[src/rtl/uart_recv_pkg.sv]
`default_nettype none
// ============================================================================
//  Module      : uart_recv_pkg
//  Description : Shared UART definitions. The receiver (uart_recv) and the
//                transmitter both import this package.
//                - default frame geometry (data bits, oversampling rate)
//                - mid-bit sample ticks used by the 2-of-3 vote
//                - FSM state encoding
//                - 2-of-3 majority helper
//  Revision    : 1.0 - initial release
// ============================================================================
package uart_recv_pkg;

    // Frame geometry defaults
    localparam int UART_SIZE = 8;   // data bits per frame
    localparam int OS_RATE   = 16;  // Baud16x ticks per bit period
    localparam int CNT_W     = 4;   // tick counter width (wraps 15 -> 0)
    localparam int IDX_W     = 3;   // data bit index width

    // Tick counter values at which the line is sampled. These are the
    // centre of the bit period; the decision is taken on the last one.
    localparam int SAMPLE_1 = 7;
    localparam int SAMPLE_2 = 8;
    localparam int SAMPLE_3 = 9;

    // FSM state encoding
    typedef enum logic [1:0] {
        ST_IDLE  = 2'd0,
        ST_START = 2'd1,
        ST_DATA  = 2'd2,
        ST_STOP  = 2'd3
    } uart_state_t;

    // 2-of-3 majority
    function automatic logic majority3(input logic a, input logic b, input logic c);
        return (a & b) | (a & c) | (b & c);
    endfunction

endpackage : uart_recv_pkg
`default_nettype wire

[src/rtl/uart_recv_if.sv]
`default_nettype none
// ============================================================================
//  Module      : uart_recv_if
//  Description : Consumer-side bus of the UART receiver.
//                Ports carried:
//                  ack        consumer read strobe (consumer -> receiver)
//                  data_rec   last received word
//                  rdy        new word available (level)
//                  Int_R      one-cycle pulse per completed frame
//                  frame_err  stop bit of last frame sampled low
//                  overrun    frame completed while rdy was still high
//                  busy       receiver not idle
//                Modports: master = receiver, slave = consumer.
//  Revision    : 1.0 - initial release
// ============================================================================
interface uart_recv_if #(
    parameter int uart_size = 8
);
    logic                 ack;
    logic [uart_size-1:0] data_rec;
    logic                 rdy;
    logic                 Int_R;
    logic                 frame_err;
    logic                 overrun;
    logic                 busy;

    modport master (
        input  ack,
        output data_rec,
        output rdy,
        output Int_R,
        output frame_err,
        output overrun,
        output busy
    );

    modport slave (
        output ack,
        input  data_rec,
        input  rdy,
        input  Int_R,
        input  frame_err,
        input  overrun,
        input  busy
    );

endinterface : uart_recv_if
`default_nettype wire

[src/rtl/uart_recv_sample_vote.sv]
`default_nettype none
// ============================================================================
//  Module      : uart_sample_vote
//  Description : 2-of-3 majority sampler. Captures the synchronised line at
//                the first two sample ticks and combines them with the live
//                value so the vote is valid on the third sample tick.
//                Ports:
//                  Baud16x  oversampling clock
//                  rst      asynchronous active-low reset
//                  cnt      receiver tick counter
//                  din      synchronised serial line
//                  vote     majority of the three samples
//  Revision    : 1.0 - initial release
// ============================================================================
module uart_sample_vote
    import uart_recv_pkg::*;
(
    input  wire logic             Baud16x,
    input  wire logic             rst,
    input  wire logic [CNT_W-1:0] cnt,
    input  wire logic             din,
    output logic                  vote
);

    logic r_s1;
    logic r_s2;

    // Samples reset to the idle line level.
    always_ff @(posedge Baud16x or negedge rst) begin
        if (!rst) begin
            r_s1 <= 1'b1;
            r_s2 <= 1'b1;
        end else begin
            if (cnt == CNT_W'(SAMPLE_1)) begin
                r_s1 <= din;
            end
            if (cnt == CNT_W'(SAMPLE_2)) begin
                r_s2 <= din;
            end
        end
    end

    // Third sample is the live value, so vote is meaningful at SAMPLE_3.
    assign vote = majority3(r_s1, r_s2, din);

endmodule : uart_sample_vote
`default_nettype wire

[src/rtl/uart_recv.sv]
`default_nettype none
// ============================================================================
//  Module      : uart_recv
//  Description : UART receiver, 16x oversampled, LSB first, one stop bit.
//                Start detection on a synchronised falling edge, mid-bit
//                2-of-3 majority sampling, frame/overrun error reporting.
//                Ports:
//                  Baud16x  oversampling clock (16x baud, rising edge)
//                  rst      asynchronous active-low reset
//                  rxd      serial line, idle high, asynchronous
//                  rx       consumer bus (uart_recv_if.master)
//  Revision    : 1.0 - initial release
// ============================================================================
module uart_recv
    import uart_recv_pkg::*;
#(
    parameter int uart_size = UART_SIZE,
    parameter int os_rate   = OS_RATE
) (
    input  wire logic    Baud16x,
    input  wire logic    rst,
    input  wire logic    rxd,
    uart_recv_if.master  rx
);

    // ------------------------------------------------------------------
    // Input synchroniser. r_rxd_prev holds the previous synchronised value
    // for falling-edge detection; all three reset to the idle level so a
    // line held low through reset release is not mistaken for a start.
    // ------------------------------------------------------------------
    logic r_rxd_meta;
    logic r_rxd_s;
    logic r_rxd_prev;

    always_ff @(posedge Baud16x or negedge rst) begin
        if (!rst) begin
            r_rxd_meta <= 1'b1;
            r_rxd_s    <= 1'b1;
            r_rxd_prev <= 1'b1;
        end else begin
            r_rxd_meta <= rxd;
            r_rxd_s    <= r_rxd_meta;
            r_rxd_prev <= r_rxd_s;
        end
    end

    // ------------------------------------------------------------------
    // State and datapath registers
    // ------------------------------------------------------------------
    uart_state_t          r_state;
    logic [CNT_W-1:0]     r_cnt;
    logic [IDX_W-1:0]     r_bit_idx;
    logic [uart_size-1:0] r_shift;
    logic [uart_size-1:0] r_data_rec;
    logic                 r_rdy;
    logic                 r_int_r;
    logic                 r_frame_err;
    logic                 r_overrun;
    logic                 r_busy;

    logic w_vote;
    logic w_wrap;
    logic w_decide;
    logic w_fall;
    logic w_last_bit;

    uart_sample_vote u_vote (
        .Baud16x (Baud16x),
        .rst     (rst),
        .cnt     (r_cnt),
        .din     (r_rxd_s),
        .vote    (w_vote)
    );

    assign w_wrap     = (r_cnt == CNT_W'(os_rate - 1));
    assign w_decide   = (r_cnt == CNT_W'(SAMPLE_3));
    assign w_fall     = r_rxd_prev & ~r_rxd_s;
    assign w_last_bit = (r_bit_idx == IDX_W'(uart_size - 1));

    // ------------------------------------------------------------------
    // Receive FSM with registered outputs
    // ------------------------------------------------------------------
    always_ff @(posedge Baud16x or negedge rst) begin
        if (!rst) begin
            r_state     <= ST_IDLE;
            r_cnt       <= '0;
            r_bit_idx   <= '0;
            r_shift     <= '0;
            r_data_rec  <= '0;
            r_rdy       <= 1'b0;
            r_int_r     <= 1'b0;
            r_frame_err <= 1'b0;
            r_overrun   <= 1'b0;
            r_busy      <= 1'b0;
        end else begin
            r_int_r <= 1'b0;

            // Consumer read. A completion on this same edge overrides
            // the clear further down, so a new word is never lost.
            if (rx.ack) begin
                r_rdy     <= 1'b0;
                r_overrun <= 1'b0;
            end

            // Free-running bit-period counter outside IDLE.
            if (r_state != ST_IDLE) begin
                r_cnt <= w_wrap ? '0 : r_cnt + 1'b1;
            end

            case (r_state)
                ST_IDLE: begin
                    r_cnt <= '0;
                    if (w_fall) begin
                        r_state <= ST_START;
                        r_busy  <= 1'b1;
                    end
                end

                ST_START: begin
                    if (w_decide && w_vote) begin
                        // Start bit not confirmed at mid-bit: a glitch.
                        r_state <= ST_IDLE;
                        r_busy  <= 1'b0;
                        r_cnt   <= '0;
                    end else if (w_wrap) begin
                        r_state   <= ST_DATA;
                        r_bit_idx <= '0;
                    end
                end

                ST_DATA: begin
                    if (w_decide) begin
                        // LSB arrives first and ends up at bit 0.
                        r_shift <= {w_vote, r_shift[uart_size-1:1]};
                    end
                    if (w_wrap) begin
                        if (w_last_bit) begin
                            r_state <= ST_STOP;
                        end else begin
                            r_bit_idx <= r_bit_idx + 1'b1;
                        end
                    end
                end

                ST_STOP: begin
                    // Complete at mid stop bit so the FSM is back in IDLE
                    // well before the next start edge can arrive.
                    if (w_decide) begin
                        r_data_rec  <= r_shift;
                        r_rdy       <= 1'b1;
                        r_int_r     <= 1'b1;
                        r_frame_err <= ~w_vote;
                        r_overrun   <= rx.ack ? 1'b0 : (r_overrun | r_rdy);
                        r_state     <= ST_IDLE;
                        r_busy      <= 1'b0;
                        r_cnt       <= '0;
                    end
                end

                default: begin
                    r_state <= ST_IDLE;
                    r_busy  <= 1'b0;
                    r_cnt   <= '0;
                end
            endcase
        end
    end

    assign rx.data_rec  = r_data_rec;
    assign rx.rdy       = r_rdy;
    assign rx.Int_R     = r_int_r;
    assign rx.frame_err = r_frame_err;
    assign rx.overrun   = r_overrun;
    assign rx.busy      = r_busy;

endmodule : uart_recv
`default_nettype wire

[src/flat_wrapper.sv]
// flat-port wrapper written by rule: the top's interface ports become plain ports
module uart_recv_flat import uart_recv_pkg::*;
#(
    parameter int uart_size = UART_SIZE,
    parameter int os_rate   = OS_RATE
)
  (Baud16x, rst, rxd, rx_ack, rx_data_rec, rx_rdy, rx_Int_R, rx_frame_err, rx_overrun, rx_busy);
  uart_recv_if #(.uart_size(uart_size)) rx_i ();
  input  wire logic Baud16x;
  input  wire logic rst;
  input  wire logic rxd;
  input wire logic [$bits(rx_i.ack)-1:0] rx_ack;
  output wire logic [$bits(rx_i.data_rec)-1:0] rx_data_rec;
  output wire logic [$bits(rx_i.rdy)-1:0] rx_rdy;
  output wire logic [$bits(rx_i.Int_R)-1:0] rx_Int_R;
  output wire logic [$bits(rx_i.frame_err)-1:0] rx_frame_err;
  output wire logic [$bits(rx_i.overrun)-1:0] rx_overrun;
  output wire logic [$bits(rx_i.busy)-1:0] rx_busy;
  assign rx_i.ack = rx_ack;
  assign rx_data_rec = rx_i.data_rec;
  assign rx_rdy = rx_i.rdy;
  assign rx_Int_R = rx_i.Int_R;
  assign rx_frame_err = rx_i.frame_err;
  assign rx_overrun = rx_i.overrun;
  assign rx_busy = rx_i.busy;
  uart_recv #(.uart_size(uart_size), .os_rate(os_rate)) u_core (.Baud16x(Baud16x), .rst(rst), .rxd(rxd), .rx(rx_i));
endmodule
[config.mk]
export PLATFORM = sky130hd
export DESIGN_NAME = uart_recv_flat
export DESIGN_NICKNAME = d
export VERILOG_FILES = /design/src/rtl/uart_recv_pkg.sv /design/src/rtl/uart_recv_if.sv /design/src/rtl/uart_recv_sample_vote.sv /design/src/rtl/uart_recv.sv /design/src/flat_wrapper.sv
export SDC_FILE = /design/constraint.sdc
export NUM_CORES = 1
export LEC_CHECK = 0
export CAP_MARGIN = 20
export CORE_MARGIN = 2
export CORE_UTILIZATION = 30
export DETAILED_ROUTE_END_ITERATION = 12
export PLACE_DENSITY = 0.56
export REMOVE_ABC_BUFFERS = 1
export SYNTH_ARGS = -nofsm -noshare
export SYNTH_HDL_FRONTEND = slang
export SYNTH_SLANG_ARGS = --single-unit
[constraint.sdc]
create_clock -name Baud16x -period 2 [get_ports Baud16x]
set_clock_uncertainty 0.05 [all_clocks]
set_input_delay 0.3 -clock Baud16x [delete_from_list [all_inputs] [get_ports Baud16x]]
set_output_delay 0.3 -clock Baud16x [all_outputs]
set_load 0.02 [all_outputs]
After elaboration in Yosys (flattened, before gate mapping):

Index checks and enable logic that the tools add are counted.

* register bits after elaboration: 35
* latch bits: 0
* bits in writable memories: 0
* ROM bits: 0
* output and inout bits: 13
* word-level logic and storage cells: 83
* memories: 0

* add/subtract/negate cells: 2
* $mul: 0
* divide/modulo/power cells: 0
* $lt $le $gt $ge: 0
* eq/ne operators: 17
* shift-type cells: 0
* multiplexer cells: 30
* bitwise gates (word level): 9
* reduce and logical (&&, ||, !) cells: 10

Operator list (number)
* 2-to-1 mux 4 bit: 4
* equality test 4 bit (second input constant): 3
* 2-to-1 mux 1 bit: 12
* 2-to-1 mux 2 bit: 6
* 2-to-1 mux 3 bit: 4
* inequality test 2 x 1 -> 1 bit (second input constant): 6
* case mux 4 bit (3 select lines): 1
* AND reduction 5 bit: 2
* case mux 2 bit (4 select lines): 1
* case mux 3 bit (2 select lines): 1
* adder 4 x 1 -> 4 bit (second input constant): 1
* AND 1 bit: 4
* equality test 2 bit (second input constant): 2
* equality test 4 x 3 -> 1 bit (second input constant): 1
* inequality test 2 bit (second input constant): 2
* AND reduction 2 bit: 2
* AND reduction 4 bit: 1
* nonzero test 2 bit: 2
* adder 3 x 1 -> 3 bit (second input constant): 1
* equality test 3 bit (second input constant): 1
* inequality test 3 x 1 -> 1 bit (second input constant): 1
* OR 1 bit: 3
* case mux 1 bit (3 select lines): 1
* nonzero test 3 bit: 1
* other kinds (4): 5

Depth between registers and ports, before layout:

Gate-level depths: netlist (run 1).

* depth in word-level cells: 6
* gate-level depth with buffers: 7
* depth with buffers taken out: 7

By module:

Synthesis (run 1) repeated with hierarchy kept, for this count alone.

* cell total of the unflattened synthesis: 125
* area total of the unflattened synthesis: 1605.3 sq um

Modules (own cells, without submodules)
* uart_recv: instances 1, cells each 118, area each 1496.4 sq um
* uart_sample_vote: instances 1, cells each 7, area each 108.9 sq um

Worst setup path before layout (run 1):

Ideal clock, no wire load.

* path kind: reg2reg
* from: register u_core.r_state[0]
* to: register (tool-made name)
* arrival: 1.554 ns
* data required time: 1.868 ns
* setup slack: 0.315 ns
* cell stages (with the launch flop): 7
* period minus slack after synthesis: 1.685 ns
* cell sequence: dfrtp_1 -> inv_1 -> ha_1 -> clkbuf_1 -> a222oi_1 -> a31oi_1 -> a31oi_1

RTL lines
* from (decl): RTL line uart_recv.sv:50 `uart_state_t r_state;`
* from (signal assigned): RTL line uart_recv.sv:85 `r_state <= ST_IDLE;`
* from (signal assigned): RTL line uart_recv.sv:114 `r_state <= ST_START;`
* from (signal assigned): RTL line uart_recv.sv:122 `r_state <= ST_IDLE;`

==> results of run 1 <==
==> synth_stat cells (all sizes together) <==
library cell  instances  area, um2
mux2i                 1       10.0
nor3                  1       5.00
and3                  1       6.26
dfstp                 5        131
or4                   1       7.51
a211o                 1       8.76
a21bo                 2       20.0
a2111oi               1       8.76
o21ai                 5       25.0
nor2b                 2       12.5
ha                    9        113
and3b                 1       10.0
nand2b                2       12.5
buf                   3       23.8
xnor2                 1       8.76
nor2                  7       26.3
maj3                  1       10.0
mux2                 19        214
nand3                 1       5.00
nand3b                2       15.0
a31oi                 4       25.0
a222oi                1       10.0
clkbuf                2       7.51
nand4                 3       18.8
dfrtp                30        751
a21oi                 7       35.0
nand2                 6       22.5
a21o                  1       7.51
inv                   8       30.0
==> final cells by class <==
type                            count  area share [%]
Timing Repair Buffer               20            9.87
Tap cell                           70            4.55
Inverter                            8            1.56
Sequential cell                    35            45.8
Multi-Input combinational cell     80            33.1
Clock buffer                        8            5.19
==> state kept, by name (all words and copies together), names as in the netlist, named ones only <==
name / flops
u_core.rx.data_rec: 8
u_core.r_rxd_meta: 1
u_core.rx.overrun: 1
u_core.u_vote.r_s2: 1
u_core.u_vote.r_s1: 1
u_core.r_rxd_s: 1
u_core.r_state: 1
u_core.r_shift: 8
u_core.rx.frame_err: 1
u_core.rx.rdy: 1
u_core.rx.Int_R: 1
u_core.r_cnt: 4
u_core.rx.busy: 1
u_core.r_rxd_prev: 1
u_core.r_bit_idx: 3
==> power by group through the flow <==
stage	clock network (W)	registers [W]	logic, W
2_1_floorplan	0	0.000840	0.000254
3_3_place_gp	0	0.000838	0.000358
3_5_place_dp	0	0.000842	0.000364
4_1_cts	0.000559	0.000831	0.000365
5_1_grt	0.000599	0.000842	0.000428
6_report	0.000542	0.000831	0.000374
==> logic make-up after synthesis <==
family	share of synthesized area (%)
DFF	55.8
and+or+nand+nor	8.95
muxes	14.2
AOI/OAI and AO/OA	8.87
buffers and inverters	3.88
adders and majority gates	7.76
xor gates and xnor gates	0.554
==> cells in the final DEF (no fill, tap or decap), drive strengths merged, types with 2 or more instances in the layout <==
| cell | instances |
|---|---|
| dfrtp | 30 |
| mux2 | 19 |
| clkdlybuf4s50 | 16 |
| ha | 9 |
| inv | 8 |
| clkbuf | 8 |
| a21oi | 7 |
| nor2 | 7 |
| nand2 | 6 |
| dfstp | 5 |
| o21ai | 5 |
| a31oi | 4 |
| buf | 4 |
| nand4 | 3 |
| nand2b | 2 |
| nand3b | 2 |
| nor2b | 2 |
| a21bo | 2 |
==> worst max path at each step <==
stage / start / endpoint / slack [ps]
finish: u_core.r_cnt[0] / flop / 150
global route: u_core.r_state[0] / flop / -40
CTS: u_core.r_cnt[0] / flop / 160
detailed placement: u_core.r_cnt[0] / flop / 150
global placement: u_core.r_cnt[1] / u_core.r_shift[7] / 270
floorplan: u_core.r_cnt[0] / u_core.rx.data_rec[0] / 310
==> per-layer routing <==
metal,part of all wire (%),vias to the layer above,GRT usage (%)
li1,-,493,-
met1,50,502,12.9
met2,46,13,16.5
met3,2.4,2,2.25
met4,0.99,0,3.82
met5,0,-,0
==> stage by stage <==
stage	util, %	worst slack (ps)	setup TNS (ps)
floorplan	-	312	0
global route	37.7	-40.5	-40.5
detailed placement	35.6	151	0
CTS	37.6	156	0
global placement	35.6	271	0
finish	37.7	146	0
==> out/qor.yml, run 1 <==
run_status:
  status: "finished, final reports clean"
die:
  core_area_um2: 5110
  rows: 26
  io_pins: 17
  die_x_um: 76.6
  fp.dieH_um: 76.6
  start_util_pct: 30.9
  fp.dieArea_um2: 5860
detailed_routing:
  vias_per_cell: 4.57
  wl_per_cell_um: 12.4
  dr.pass1.iters: 5
  finalWirelength_um: 2740
  drc: 0
  vias: 1010
  drt_iter0_markers: 23
  drtAntennaViolNets: 0
timing:
  finalHoldViolations: 0
  drv_slew: 0
  holdWs_ps: 308
  slew_headroom_pct: 65.2
  tightest_slew_ps: 522
  setup_viol: 0
  fin_crit_ps: 1850
  timing.fmax_mhz: 539
  period_share_pct: 92.7
logic_synthesis:
  syn_area_per_cell_um2: 12.3
  yosysWarnings: 0
  ys_seq_area_share_pct: 55.8
  syn_area_um2: 1580
  netlist_instances: 128
  ys_seq_elements: 35
  synth.distinct_cells: 33
placement:
  gp_congestion: 0.755
  placed_area_um2: 1820
  dp_hpwl_um: 1980
  io_buffers: 16
  place_inst: 212
worst_setup_path:
  cp_max_fo: 6
  rrSetupSlack_ps: 150
  timing.critical_path.mode_cell: "a31oi_1"
  crit_arrival_ps: 1990
  crit_required_ps: 2140
  rr_worst_depth: 5
  crit_family: "compound AO/OA/AOI/OAI gates"
  cp-start-kind: "flop"
  cp_num_buf_inv: 0
  cpPeakStageDelay_ps: 530
  critical_path_depth: 5
  path_class: "flop to flop"
  endpoint_kind: "flop"
  path_cells: "ha_1 -> nand4_1 -> a222oi_1 -> a31oi_1 -> a31oi_1"
  reg2reg_from: "u_core.r_cnt[0]"
  slowest_stage: "a222oi_1"
clock_tree:
  cts_hold_buf: 0
  clk_path_buf_depth: 2
  cts-htree-levels: 2
  post_cts_buffers: 0
  cts_buffers: 5
  post_cts_resize_count: 0
  clk_pin_slew_ps: 60
  cts-root-buf: "clkbuf_8"
  cts_sinks: 35
  clk_latency_ps: 270
  cts_tree: "built"
global_routing:
  grt_antenna_before_repair: 0
  grt_max_degree: 36
  grt_pass1_vias: 1068
  grt_pass1_wl_um: 4850
  grt_use_total_pct: 10.1
  grt-ovfl-total: 0
run:
  max_cap_viol_count: 0
power_and_ir_drop:
  p_clk_share_pct: 31.1
  p_int_w: 0.00125
  totalPowerFinal_w: 0.00175
  p_comb_share_pct: 21.4
  p_sw_share_pct: 28.4
  pwr-share-seq_pct: 47.6
  power.density_nw_per_um2: 907
  p_sw_w: 0.000496
  p_leak_nw: 0.930
  peakVddDrop_v: 0.000548
layout:
  seq_area_um2: 882
  num-fill-cells: 518
  diodes: 0
  area_delta_synth_final_pct: 21.9
  final_area_um2: 1930
  fin_cells: 221
  drive_gt1_share_pct: 19.9
  multi_input_area_um2: 637
  final_nets: 163
min_path:
  hold_path_end: "u_core.r_rxd_s"
  hold_depth: 0
  worstHoldStart: "u_core.r_rxd_meta"
  hold_class: "flop to flop"
(Power assumes the default switching activity.)
==> run 2: changes to the inputs <==
--- a/config.mk
+++ b/config.mk
@@ -6,7 +6,7 @@
 export NUM_CORES = 1
 export LEC_CHECK = 0
 export CAP_MARGIN = 20
-export CORE_MARGIN = 2
+export CORE_MARGIN = 4
 export CORE_UTILIZATION = 30
 export DETAILED_ROUTE_END_ITERATION = 12
 export PLACE_DENSITY = 0.56
@@ -14,3 +14,4 @@
 export SYNTH_ARGS = -nofsm -noshare
 export SYNTH_HDL_FRONTEND = slang
 export SYNTH_SLANG_ARGS = --single-unit
+export TNS_END_PERCENT = 20
==> run 2 against run 1 <==
Compared with the run above: sequential cell count is the same; total power shrank 1.9%; fmax grew 3.9%; critical path depth is the same; final area shrank 1.0%; wire length grew 2.9%; utilization shrank 0.39 points; sequential share of layout area grew 0.48 points; via count shrank 0.40%.
==> out/qor.yml, run 2 (synthesis gave the netlist of run 1 again) <==
detailed_routing:
  met1_length_um: 1270  # was 1370 um
  vias: 1006  # was 1010
  drc: 0  # unchanged
  top_layer: "met4"  # unchanged
  drtAntennaViolNets: 0  # unchanged
  finalWirelength_um: 2820  # was 2740 um
  wl_per_cell_um: 12.8  # was 12.4 um
  drt_iter0_markers: 38  # was 23
  wl_met3_um: 137  # was 67 um
  vias_per_cell: 4.57  # about the same
  route.met2.wl_um: 1340  # was 1270 um
  dr.pass1.iters: 4  # was 5
global_routing:
  grt_pass1_wl_um: 4910  # was 4850 um
  grt_pass1_vias: 1024  # was 1068
  grt_use_total_pct: 9.94  # was 10.1%
  grt_antenna_before_repair: 0  # unchanged
  grt_max_degree: 36  # unchanged
  grt-ovfl-total: 0  # unchanged
worst_setup_path:
  rr_worst_depth: 5  # unchanged
  cp-start-kind: "flop"  # unchanged
  critPathLaunch: "u_core.r_state[0]"  # was u_core.r_cnt[0]
  endpoint_kind: "flop"  # unchanged
  cpPeakStageDelay_ps: 520  # was 530 ps
  reg2reg_from: "u_core.r_state[0]"  # was u_core.r_cnt[0]
  path_class: "flop to flop"  # unchanged
  crit_arrival_ps: 1900  # was 1990 ps
  path_cells: "inv_1 -> ha_1 -> a222oi_1 -> buf_4 -> a31oi_1"  # was ha_1 -> nand4_1 -> a222oi_1 -> a31oi_1 -> a31oi_1
  slowest_stage: "a222oi_1"  # unchanged
  rrSetupSlack_ps: 220  # was 150 ps
  cp_max_fo: 9  # was 6
  crit_required_ps: 2110  # was 2140 ps
clock_tree:
  cts_sinks: 35  # unchanged
  cts-root-buf: "clkbuf_8"  # unchanged
  clk_pin_slew_ps: 70  # was 60 ps
  cts_buffers: 5  # unchanged
  cts-htree-levels: 2  # unchanged
  cts_hold_buf: 0  # unchanged
  clk_latency_ps: 290  # was 270 ps
  cts_tree: "built"  # unchanged
  clk_path_buf_depth: 2  # unchanged
die:
  io_pins: 17  # unchanged
  rows: 26  # unchanged
  fp.dieArea_um2: 6490  # was 5860 um2
  fp.dieH_um: 80.6  # was 76.6 um
  start_util_pct: 30.9  # unchanged
  die_x_um: 80.6  # was 76.6 um
  core_area_um2: 5110  # unchanged
run:
  max_cap_viol_count: 0  # unchanged
timing:
  slew_headroom_pct: 69.2  # was 65.2%
  fin_crit_ps: 1780  # was 1850 ps
  period_share_pct: 89.2  # was 92.7%
  setup_slack_ps: 215  # was 146 ps
  rsz0062_at_grt: "false"
  drv_slew: 0  # unchanged
  setup_viol: 0  # unchanged
  timing.fmax_mhz: 560  # was 539 MHz
  finalHoldViolations: 0  # unchanged
  tightest_slew_ps: 462  # was 522 ps
  final.setup.tns_ps: 0  # unchanged
placement:
  dp_hpwl_um: 2010  # was 1980 um
  io_buffers: 16  # unchanged
  dp_worst_setup_slack_ps: 87.4  # was 151 ps
  gp_congestion: 0.777  # was 0.755
min_path:
  hold_class: "flop to flop"  # unchanged
  worstHoldStart: "u_core.r_rxd_meta"  # unchanged
  hold_path_end: "u_core.r_rxd_s"  # unchanged
  hold_depth: 0  # unchanged
power_and_ir_drop:
  power.density_nw_per_um2: 899  # was 907 nW/um2
  p_leak_nw: 0.917  # was 0.930 nW
  peakVddDrop_v: 0.000291  # was 0.000548 V
  totalPowerFinal_w: 0.00171  # was 0.00175 W
layout:
  area_delta_synth_final_pct: 20.7  # was 21.9%
  final_common_cell: "dfrtp_1"  # unchanged
  num-fill-cells: 509  # was 518
  final_cell_mix: "30 x dfrtp_1, 16 x clkdlybuf4s50_1, 11 x mux2_2, 9 x ha_1"  # unchanged
  final_nets: 162  # was 163
  diodes: 0  # unchanged
  drive_gt1_share_pct: 20.0  # was 19.9%
run_status:
  status: "finished, final reports clean"  # unchanged
[run 2: cell types whose count changed in the layout (fill, tap and decap cells not counted)]
cell	change
clkbuf_8	-2
buf_4	-1
clkinv_2	+1
clkinvlp_4	+1
nand2_1	-1
nand2_2	+1
[run 2: cell type report]
type | instances | area (um2) | area share, %
clock inverters | 2 | 12.5 | 0.656
repair buffers | 19 | 183 | 9.58
clock buffers | 6 | 72.6 | 3.81
inverters | 8 | 30.0 | 1.57
well taps | 70 | 87.6 | 4.59
flip-flops and latches | 35 | 882 | 46.3
multi-input cells | 80 | 639 | 33.5
[run 2: routing by layer]
layer	vias up	GRT usage, %
li1	486	-
met5	-	0
met1	497	11.7
met4	0	5.57
met3	6	3.25
met2	17	15.8
[run 2: how the worst max path moves through the flow]
stage,slack [ps],cells past startpoint,endpoint
after global routing,50,5,flop
after CTS,70,6,u_core.rx.data_rec[0]
final,220,5,flop
after global placement,180,5,u_core.rx.data_rec[0]
after floorplan,310,5,u_core.rx.data_rec[0]
after detailed placement,90,6,u_core.rx.data_rec[0]
[run 2: what timing repair did]
action | 4_1_cts | 5_1_grt
buffers inserted | 0 | 1
setup endpoints to repair | 0 | 3
hold endpoints to repair | 0 | 0
resized for setup | 0 | 1
[run 2: worst max-delay path: cells and delay by family, from the launching register on]
kind | cells | cell delay, ps
compound gates | 2 | 590
fa+ha+maj | 1 | 300
buf+inv | 2 | 290
flops | 1 | 430
[run 2: power by group]
part	internal, W	switching (W)	leakage (nW)
logic	0.000179	0.000216	0.412
clock network	0.000243	0.000246	0.0412
registers	0.000769	0.0000596	0.464
[run 2: metrics by stage]
stage | area [um2] | cells | hold WS, ps | utilization [%]
2_1_floorplan | 1550 | 123 | -45.6 | -
3_3_place_gp | 1810 | 211 | 297 | 35.5
3_5_place_dp | 1810 | 211 | 298 | 35.5
4_1_cts | 1900 | 219 | 308 | 37.1
5_1_grt | 1910 | 220 | 311 | 37.3
6_report | 1910 | 220 | 307 | 37.3
